`src/rtl/ahb_decoder_mux_pkg.sv`:
```
// Shared constants and types for the AHB-Lite decoder / response mux
// and its built-in default slave.
package ahb_decoder_mux_pkg;

    localparam int ADDR_WIDTH    = 32;
    localparam int DATA_WIDTH    = 32;
    localparam int NO_OF_SLAVES  = 4;
    localparam int REGION_BITS   = 16;
    localparam int BASE_REGION   = 0;
    localparam int DEFAULT_IDX   = NO_OF_SLAVES;
    localparam int ERR_CNT_WIDTH = 16;

    typedef enum logic [1:0] {
        DS_IDLE = 2'd0,
        DS_ERR1 = 2'd1,
        DS_ERR2 = 2'd2
    } ahbDefaultSlaveState_e;

endpackage

```
`src/rtl/ahb_decoder_mux_default_slave.sv`:
```
// Default slave: two-cycle ERROR for unmapped active transfers,
// plus a saturating count of ERROR responses issued.
module ahb_default_slave
    import ahb_decoder_mux_pkg::*;
(
    input  logic                     hclk,
    input  logic                     hreset,
    input  logic                     hready,
    input  logic                     unmapped_active,
    output logic                     ds_hready,
    output logic                     ds_hresp,
    output logic [ERR_CNT_WIDTH-1:0] err_count
);

    ahbDefaultSlaveState_e    state_q, state_d;
    logic [ERR_CNT_WIDTH-1:0] err_cnt_q, err_cnt_d;

    always_ff @(posedge hclk or posedge hreset) begin
        if (hreset) begin
            state_q   <= DS_IDLE;
            err_cnt_q <= '0;
        end else begin
            state_q   <= state_d;
            err_cnt_q <= err_cnt_d;
        end
    end

    always_comb begin
        state_d   = state_q;
        err_cnt_d = err_cnt_q;
        unique case (state_q)
            DS_IDLE: if (hready && unmapped_active) state_d = DS_ERR1;
            DS_ERR1: state_d = DS_ERR2;
            DS_ERR2: state_d = unmapped_active ? DS_ERR1 : DS_IDLE;
            default: state_d = DS_IDLE;
        endcase
        // every fresh entry to ERR1 is one ERROR response
        if (state_d == DS_ERR1 && state_q != DS_ERR1 && err_cnt_q != '1)
            err_cnt_d = err_cnt_q + ERR_CNT_WIDTH'(1);
    end

    // outputs depend on state only, keeping hready free of comb loops
    assign ds_hready = (state_q != DS_ERR1);
    assign ds_hresp  = (state_q != DS_IDLE);
    assign err_count = err_cnt_q;

endmodule

```
`src/rtl/ahb_decoder_mux.sv`:
```
// AHB-Lite address decoder, data-phase owner register and
// slave-to-master response multiplexer with a default slave.
module ahb_decoder_mux #(
    parameter int ADDR_WIDTH   = ahb_decoder_mux_pkg::ADDR_WIDTH,
    parameter int DATA_WIDTH   = ahb_decoder_mux_pkg::DATA_WIDTH,
    parameter int NO_OF_SLAVES = ahb_decoder_mux_pkg::NO_OF_SLAVES,
    parameter int REGION_BITS  = ahb_decoder_mux_pkg::REGION_BITS,
    parameter int BASE_REGION  = ahb_decoder_mux_pkg::BASE_REGION
) (
    input  logic                             hclk,
    input  logic                             hreset,
    input  logic [ADDR_WIDTH-1:0]            haddr,
    input  logic [1:0]                       htrans,
    output logic [NO_OF_SLAVES-1:0]          hselx,
    output logic                             hready,
    input  logic [NO_OF_SLAVES-1:0]          hreadyout_s,
    input  logic [NO_OF_SLAVES-1:0]          hresp_s,
    input  logic [NO_OF_SLAVES-1:0]          hexokay_s,
    input  logic [NO_OF_SLAVES*DATA_WIDTH-1:0] hrdata_s,
    output logic [DATA_WIDTH-1:0]            hrdata,
    output logic                             hresp,
    output logic                             hexokay,
    output logic [15:0]                      decode_err_count
);

    localparam int RW    = ADDR_WIDTH - REGION_BITS;
    localparam int IDX_W = $clog2(NO_OF_SLAVES + 1);
    localparam logic [IDX_W-1:0] DEF_IDX = IDX_W'(NO_OF_SLAVES);
    localparam logic [RW-1:0]    BASE_R  = RW'(BASE_REGION);

    logic [RW-1:0]    region, offset;
    logic [IDX_W-1:0] dec_idx, owner_q, owner_d;
    logic             dp_active_q, dp_active_d;
    logic             unmapped_active;
    logic             ds_hready, ds_hresp;
    logic             unused_addr_lo;

    assign region         = haddr[ADDR_WIDTH-1:REGION_BITS];
    assign offset         = region - BASE_R;
    assign unused_addr_lo = ^haddr[REGION_BITS-1:0];

    always_comb begin
        hselx   = '0;
        dec_idx = DEF_IDX;
        for (int i = 0; i < NO_OF_SLAVES; i++) begin
            if (region >= BASE_R && offset == RW'(i)) begin
                hselx[i] = 1'b1;
                dec_idx  = IDX_W'(i);
            end
        end
    end

    assign unmapped_active = (dec_idx == DEF_IDX) && htrans[1];

    always_comb begin
        owner_d     = owner_q;
        dp_active_d = dp_active_q;
        if (hready) begin
            owner_d     = dec_idx;
            dp_active_d = htrans[1];
        end
    end

    always_ff @(posedge hclk or posedge hreset) begin
        if (hreset) begin
            owner_q     <= DEF_IDX;
            dp_active_q <= 1'b0;
        end else begin
            owner_q     <= owner_d;
            dp_active_q <= dp_active_d;
        end
    end

    // slave owners pass through even for IDLE/BUSY data phases
    always_comb begin
        hready  = 1'b1;
        hresp   = 1'b0;
        hexokay = 1'b0;
        hrdata  = '0;
        if (owner_q == DEF_IDX) begin
            if (dp_active_q) begin
                hready = ds_hready;
                hresp  = ds_hresp;
            end
        end else begin
            for (int i = 0; i < NO_OF_SLAVES; i++) begin
                if (owner_q == IDX_W'(i)) begin
                    hready  = hreadyout_s[i];
                    hresp   = hresp_s[i];
                    hexokay = hexokay_s[i];
                    hrdata  = hrdata_s[i*DATA_WIDTH +: DATA_WIDTH];
                end
            end
        end
    end

    ahb_default_slave u_def (
        .hclk            (hclk),
        .hreset          (hreset),
        .hready          (hready),
        .unmapped_active (unmapped_active),
        .ds_hready       (ds_hready),
        .ds_hresp        (ds_hresp),
        .err_count       (decode_err_count)
    );

endmodule
```
`config.mk`:
```
export PLATFORM = sky130hd
export DESIGN_NAME = ahb_decoder_mux
export DESIGN_NICKNAME = d
export VERILOG_FILES = /design/src/rtl/ahb_decoder_mux_pkg.sv /design/src/rtl/ahb_decoder_mux_default_slave.sv /design/src/rtl/ahb_decoder_mux.sv
export SDC_FILE = /design/constraint.sdc
export NUM_CORES = 1
export LEC_CHECK = 0
export BUFFER_PORTS_ARGS = -buffer_cell sky130_fd_sc_hd__clkbuf_2
export CAP_MARGIN = 20
export CORE_ASPECT_RATIO = 0.6
export CORE_MARGIN = 5
export CORE_UTILIZATION = 28
export CTS_BUF_LIST = sky130_fd_sc_hd__clkbuf_2 sky130_fd_sc_hd__clkbuf_4 sky130_fd_sc_hd__clkbuf_8
export CTS_CLUSTER_SIZE = 24
export DETAILED_ROUTE_END_ITERATION = 10
export MAX_ROUTING_LAYER = met4
export PLACE_DENSITY = 0.72
export SETUP_SLACK_MARGIN = 0.3
export SYNTH_ARGS = -nofsm -noshare
export SYNTH_HDL_FRONTEND = slang
export SYNTH_HIERARCHICAL = 1
export SYNTH_SLANG_ARGS = --single-unit
```
`constraint.sdc`:
```
create_clock -name hclk -period 2.3 [get_ports hclk]
set_clock_uncertainty 0.2 [all_clocks]
set_input_delay 0.115 -clock hclk [delete_from_list [all_inputs] [get_ports hclk]]
set_output_delay 0.115 -clock hclk [all_outputs]
set_load 0.05 [all_outputs]
```
Yosys cells after proc, flatten, opt, wreduce, memory -nomap -nowiden:

Index checks and enable logic that the tools add are counted.

* register bits: 22
* bits in latches: 0
* RAM bits: 0
* bits in read-only memories: 0
* bits of input ports: 176
* output and inout bits: 55
* logic and storage cells: 64
* memories: 0

* add/sub/neg operators: 1
* $mul: 0
* divide/modulo/power cells: 0
* $lt $le $gt $ge: 1
* equality and inequality tests: 13
* shift-type cells: 0
* muxes and demuxes: 33
* bitwise logic cells: 0
* reduce and logical (&&, ||, !) cells: 12

Operator list (count)
* $mux 32: 5
* $eq 16x2->1 const B: 2
* $mux 1: 22
* $add 16x1->16 const B: 1
* $eq 16x1->1 const B: 1
* $ge 16x1->1 const B: 1
* $logic_not 16->1: 1
* $ne 16x16->1 const B: 1
* $mux 3: 4
* $logic_and 1x1->1: 8
* $eq 3x2->1 const B: 2
* $eq 3x3->1 const B: 2
* $pmux 2 s3: 1
* $eq 2x1->1 const B: 2
* $eq 3x1->1 const B: 1
* $logic_not 3->1: 1
* $eq 2x2->1 const B: 1
* $logic_not 2->1: 1
* $mux 2: 1
* $ne 2x1->1 const B: 1
* $reduce_bool 2->1: 1

Depth between registers and ports, before layout:

* word-level depth: 14
* mapped depth: 9
* mapped depth without buffers: 9

By module:

The synthesis kept the hierarchy.

Modules (own cells, without submodules)
* ahb_decoder_mux: times used 1, cells an instance 116, area an instance 1367.6 µm², seq. area each 101.3 µm²
* ahb_default_slave: times used 1, cells an instance 78, area an instance 914.6 µm², seq. area each 450.4 µm²

Least setup slack after synthesis:

Ideal clock, no wire load.

* path type: flip-flop to flip-flop
* from: register owner_q[2]
* to: register u_def.err_cnt_q[10], in the netlist u_def/err_count[10]
* library setup time: 128 ps
* arrival time: 2376 ps
* required time: 1972 ps
* setup slack: -404 ps
* stages on the path, launching flop included: 10
* path buffers: 1
* period minus slack after synthesis: 2704 ps
* cells stage by stage: dfstp_2 -> buf_6 -> nand2b_1 -> o32a_1 -> o221ai_4 -> inv_1 -> nor2_2 -> nor4_4 -> nand3_1 -> mux2_1

* word-level cells in the longest chain between the ends: 12
* elaborated cells between the ends (all ways): 16
* classes of those cells: eq/ne (5); mux (7); reduce/logical (4)

RTL lines
* from (decl): line ahb_decoder_mux.sv:32 `logic [IDX_W-1:0] dec_idx, owner_q, owner_d;`
* from (signal assigned): line ahb_decoder_mux.sv:69 `owner_q <= owner_d;`
* $logic_not 3->1: line ahb_decoder_mux.sv:87 `if (owner_q == IDX_W'(i)) begin`
* $mux 1 (4 in a row): line ahb_decoder_mux.sv:87
* $mux 1 *: line ahb_decoder_mux.sv:80 `if (owner_q == DEF_IDX) begin`
* via hready: line ahb_decoder_mux.sv:15 `output logic hready,`
* $logic_and 1x1->1 *: line ahb_decoder_mux_default_slave.sv:32 `DS_IDLE: if (hready && unmapped_active) state_d = DS_ERR1;`
* $mux 2 *: line ahb_decoder_mux_default_slave.sv:32
* $pmux 2 s3 *: line ahb_decoder_mux_default_slave.sv:31 `unique case (state_q)`
* $eq 2x1->1 *: line ahb_decoder_mux_default_slave.sv:38 `if (state_d == DS_ERR1 && state_q != DS_ERR1 && err_cnt_q != '1)`
* $logic_and 1x1->1 * (2 in a row): line ahb_decoder_mux_default_slave.sv:38
* to (signal assigned): line ahb_decoder_mux_default_slave.sv:24 `err_cnt_q <= err_cnt_d;`
* to (decl): line ahb_decoder_mux_default_slave.sv:16 `logic [ERR_CNT_WIDTH-1:0] err_cnt_q, err_cnt_d;`

Mark *: on every way through the listed nets, which the timed path passes. The rest lies on a longest branch.
A chain may end at the register's enable or synchronous reset.

Worst setup path in the final report:

* from: register owner_q[2]
* to: register u_def.err_cnt_q[10], in the netlist u_def/err_count[10]

* word-level cells in the longest chain between the ends: 12
* elaborated cells between the ends (all ways): 16
* classes of those cells: eq/ne (5); mux (7); reduce/logical (4)

RTL lines (line)
* $logic_not 3->1: ahb_decoder_mux.sv:87
* $mux 1 (4 in a row): ahb_decoder_mux.sv:87
* $mux 1 *: ahb_decoder_mux.sv:80
* $logic_and 1x1->1 *: ahb_decoder_mux_default_slave.sv:32
* $mux 2 *: ahb_decoder_mux_default_slave.sv:32
* $pmux 2 s3 *: ahb_decoder_mux_default_slave.sv:31
* $eq 2x1->1 *: ahb_decoder_mux_default_slave.sv:38
* $logic_and 1x1->1 * (2 in a row): ahb_decoder_mux_default_slave.sv:38

Mark *: on every way between the ends. The rest lies on a longest branch, timed or not.

==> flow_metrics.tcl <==
set metrics [dict create \
    yosys.cell_types.count 44 \
    global_route_wire_length_before_repair_um 16000 \
    min_delay_path_depth 3 \
    synth_top_cell_by_area "mux4_2" \
    total_standard_cell_area_after_synthesis_um2 2280 \
    synthesis.area_per_instance_um2 11.8 \
    hold_startpoint "haddr[16]" \
    core_region_area_um2 7910 \
    least_margin_pin_slew_ns 0.729 \
    synth_top_area_share 0.336 \
    vias_after_detailed_routing 2732 \
    synth_enable_flop_cells 0 \
    post_route_cells_drive_above_1_share 0.797 \
    dp_worst_setup_slack_ns -0.0861 \
    synth_seq_area_share 0.242 \
    async_reset_ff_frac 1.00 \
    cts.path.max_buffers 2 \
    detailed_place_hpwl_um 7810 \
    port-buffer-count 213 \
    cellPowerDensity_nw_per_um2 635 \
    crit_path_start_kind "flop" \
    synthesized_instance_count 194 \
    total_routing_usage_gr 0.207 \
    drt.antenna.violating_nets 0 \
    violations "setup timing" \
    reg2reg_to "u_def/err_count[10]" \
    routedWlPerCell_um 19.8 \
    grt_max_degree 35 \
    dieArea_um2 10100 \
    grt_antenna_before_repair 0 \
    cts.reportedPaths.clkPinSlew_ns 0.08 \
    overflow 0 \
    drc 0 \
    crit_end_element "flop" \
    synth_area_leaders "mux4_2, dfrtp_1, nor2b_1, xnor2_1, nand4_1" \
    timing.final.crit_share 1.03 \
    reg2reg_depth 9 \
    ff2ff_setup_slack_ns -0.08 \
    nNetsFinal 616 \
    htree_num_levels 1 \
    post-route-cell-area_um2 4650 \
    worst_slew_margin_rel 0.514 \
    drt-vias-per-instance 5.00 \
    power.ir.vdd_worst_v 0.000341 \
    final_common_cell "clkbuf_2" \
    synth-main-ff-cell "dfrtp_1" \
    die_x_um 127 \
    hold_path.class "in -> reg" \
    fillers 669 \
    floorplan.io_pins 231 \
    postLayoutSetupSlackWorst_ns -0.0769 \
    maxCapViolCount 0 \
    clock-root-buffer "clkbuf_8" \
    detail_route.iter0.violations 129 \
    run_status "finished with violations" \
    place_area_um2 3630 \
    drt_first_pass_iters 4 \
    totalWireLength_um 10800 \
    layout-area-overhead-vs-synth_pct 104 \
    finalHoldWorstSlack_ns 0.00430 \
    numCtsBuffers 3 \
    commonest_non_fill_non_tap_cells_in_the_layout "clkbuf_2, buf_8, mux4_2, nor2b_4, dfrtp_1" \
    setup_viols_final 13 \
    power.static_leakage_nw 2.19 \
    syn_nets 371 \
    synth-seq-cells 22 \
    hold_viol_final 0 \
    finalWeightedCongestion 0.839 \
    crit_path_max_fanout 4 \
    cts.sink_count 22 \
    worst_hold_path.endpoint "owner_q[0]" \
    clock_insertion_delay_worst_skew_ns 0.26 \
    fmax_ghz 0.421 \
    critical_path_arrival_ns 2.33 \
    crit_type "reg -> reg" \
    initial_core_util 0.288 \
    floorplan.rows 25 \
    ys.warnings.count 6 \
    reg2reg_from "owner_q[2]" \
    num_antenna_cells 0 \
    grt_setup_unrepaired "yes" \
    timing.final.max_slew_violations 0 \
    finalCriticalPeriod_ns 2.38 \
    dieHeight_um 79.9 \
    number_of_global_route_vias_before_repair 3036 \
    tritoncts_clock_tree "built" \
    required_ns 2.25 \
]
cells in the mapped netlist, types with 2 or more instances:
library cell  number
o211ai_1           4
xnor2_1           12
nor2_1             6
and3_1             4
nand2_1            7
nand2b_1           3
dfrtp_1           21
mux2_4             2
clkbuf_1           3
nand4_1            6
nor3b_1            2
o21a_1             2
inv_1              8
buf_2              4
nor2b_1           36
buf_4              3
buf_6              2
nand3_1            4
nor4_1             3
mux4_2            34
o22ai_1            3
and4_1             2
mux2i_1            2
critical path, stage by stage, from the launching register on:
cell and delay [ns]:
dfstp_2 0.57, buf_4 0.14, nand2b_1 0.13, o32a_1 0.21
o221ai_4 0.15, clkinvlp_4 0.11, nor2_4 0.06, nor4_4 0.26
nand3_1 0.13, mux2_4 0.31
timing repair:
action / CTS / global route
hold buffers: 4 / 0
endpoints found under the hold margin: 25 / 0
setup buffers: 11 / 6
pin swaps: 8 / 10
resized for setup: 130 / 41
gates cloned: 6 / 0
endpoints found under the setup margin: 52 / 54
layer usage:
layer  vias up  wire length, um  global-route usage
met1      1332             4430               0.267
met4         0              123              0.0418
met2       151             5480               0.345
met3        12              750              0.0368
li1       1237                -                   -
met5         -                0                   -
report_power, final:
group	internal, W	switching, W	leakage, nW
clock network	0.000135	0.000121	0.0262
logic	0.000919	0.00122	1.88
registers	0.000459	0.000104	0.286
total	0.00151	0.00144	2.19
sequential cells by signal, summed over array words and instances (netlist names):
| signal | flops |
|---|---|
| owner_q | 3 |
| u_def/err_count | 16 |
| u_def/state_q | 2 |
| dp_active_q | 1 |
through the flow:
step	util	power, W	TNS (ns)	instances
floorplan	-	0.00164	-2.64	194
global placement	0.459	0.00209	0	515
detailed placement	0.459	0.00211	-0.270	515
CTS	0.573	0.00282	-0.152	540
global route	0.588	0.00308	-1.96	546
finish	0.588	0.00295	-0.487	546
worst max-delay path by stage:
stage / from / to / slack (ns) / cells past startpoint
global placement: u_def/state_q[1] / u_def/err_count[1] / 0.009 / 9
CTS: u_def/state_q[1] / u_def/err_count[0] / -0.05 / 10
finish: owner_q[2] / u_def/err_count[10] / -0.08 / 9
global route: owner_q[2] / u_def/err_count[10] / -0.17 / 9
detailed placement: u_def/state_q[1] / u_def/err_count[1] / -0.09 / 9
floorplan: owner_q[2] / u_def/err_count[1] / -0.35 / 9
cell families (layout without fill, tap and decap cells):
kind of cell | after synthesis | in the layout | synth area share
AND/OR/NAND/NOR | 84 | 84 | 0.239
multiplexers | 39 | 39 | 0.362
flip-flops | 22 | 22 | 0.242
buffers and inverters | 20 | 264 | 0.0466
AO/OA/AOI/OAI | 15 | 15 | 0.0548
XOR/XNOR | 13 | 13 | 0.0499
adder cells (fa/ha/maj) | 1 | 1 | 0.00548
cell type report:
type	instances	area (um^2)	share of cell area
Inverter	8	33.8	0.00726
Sequential cell	22	554	0.119
Clock buffer	4	48.8	0.0105
Tap cell	108	135	0.0290
Multi-Input combinational cell	152	1950	0.420
Timing Repair Buffer	252	1930	0.414
(Power assumes the default switching activity.)
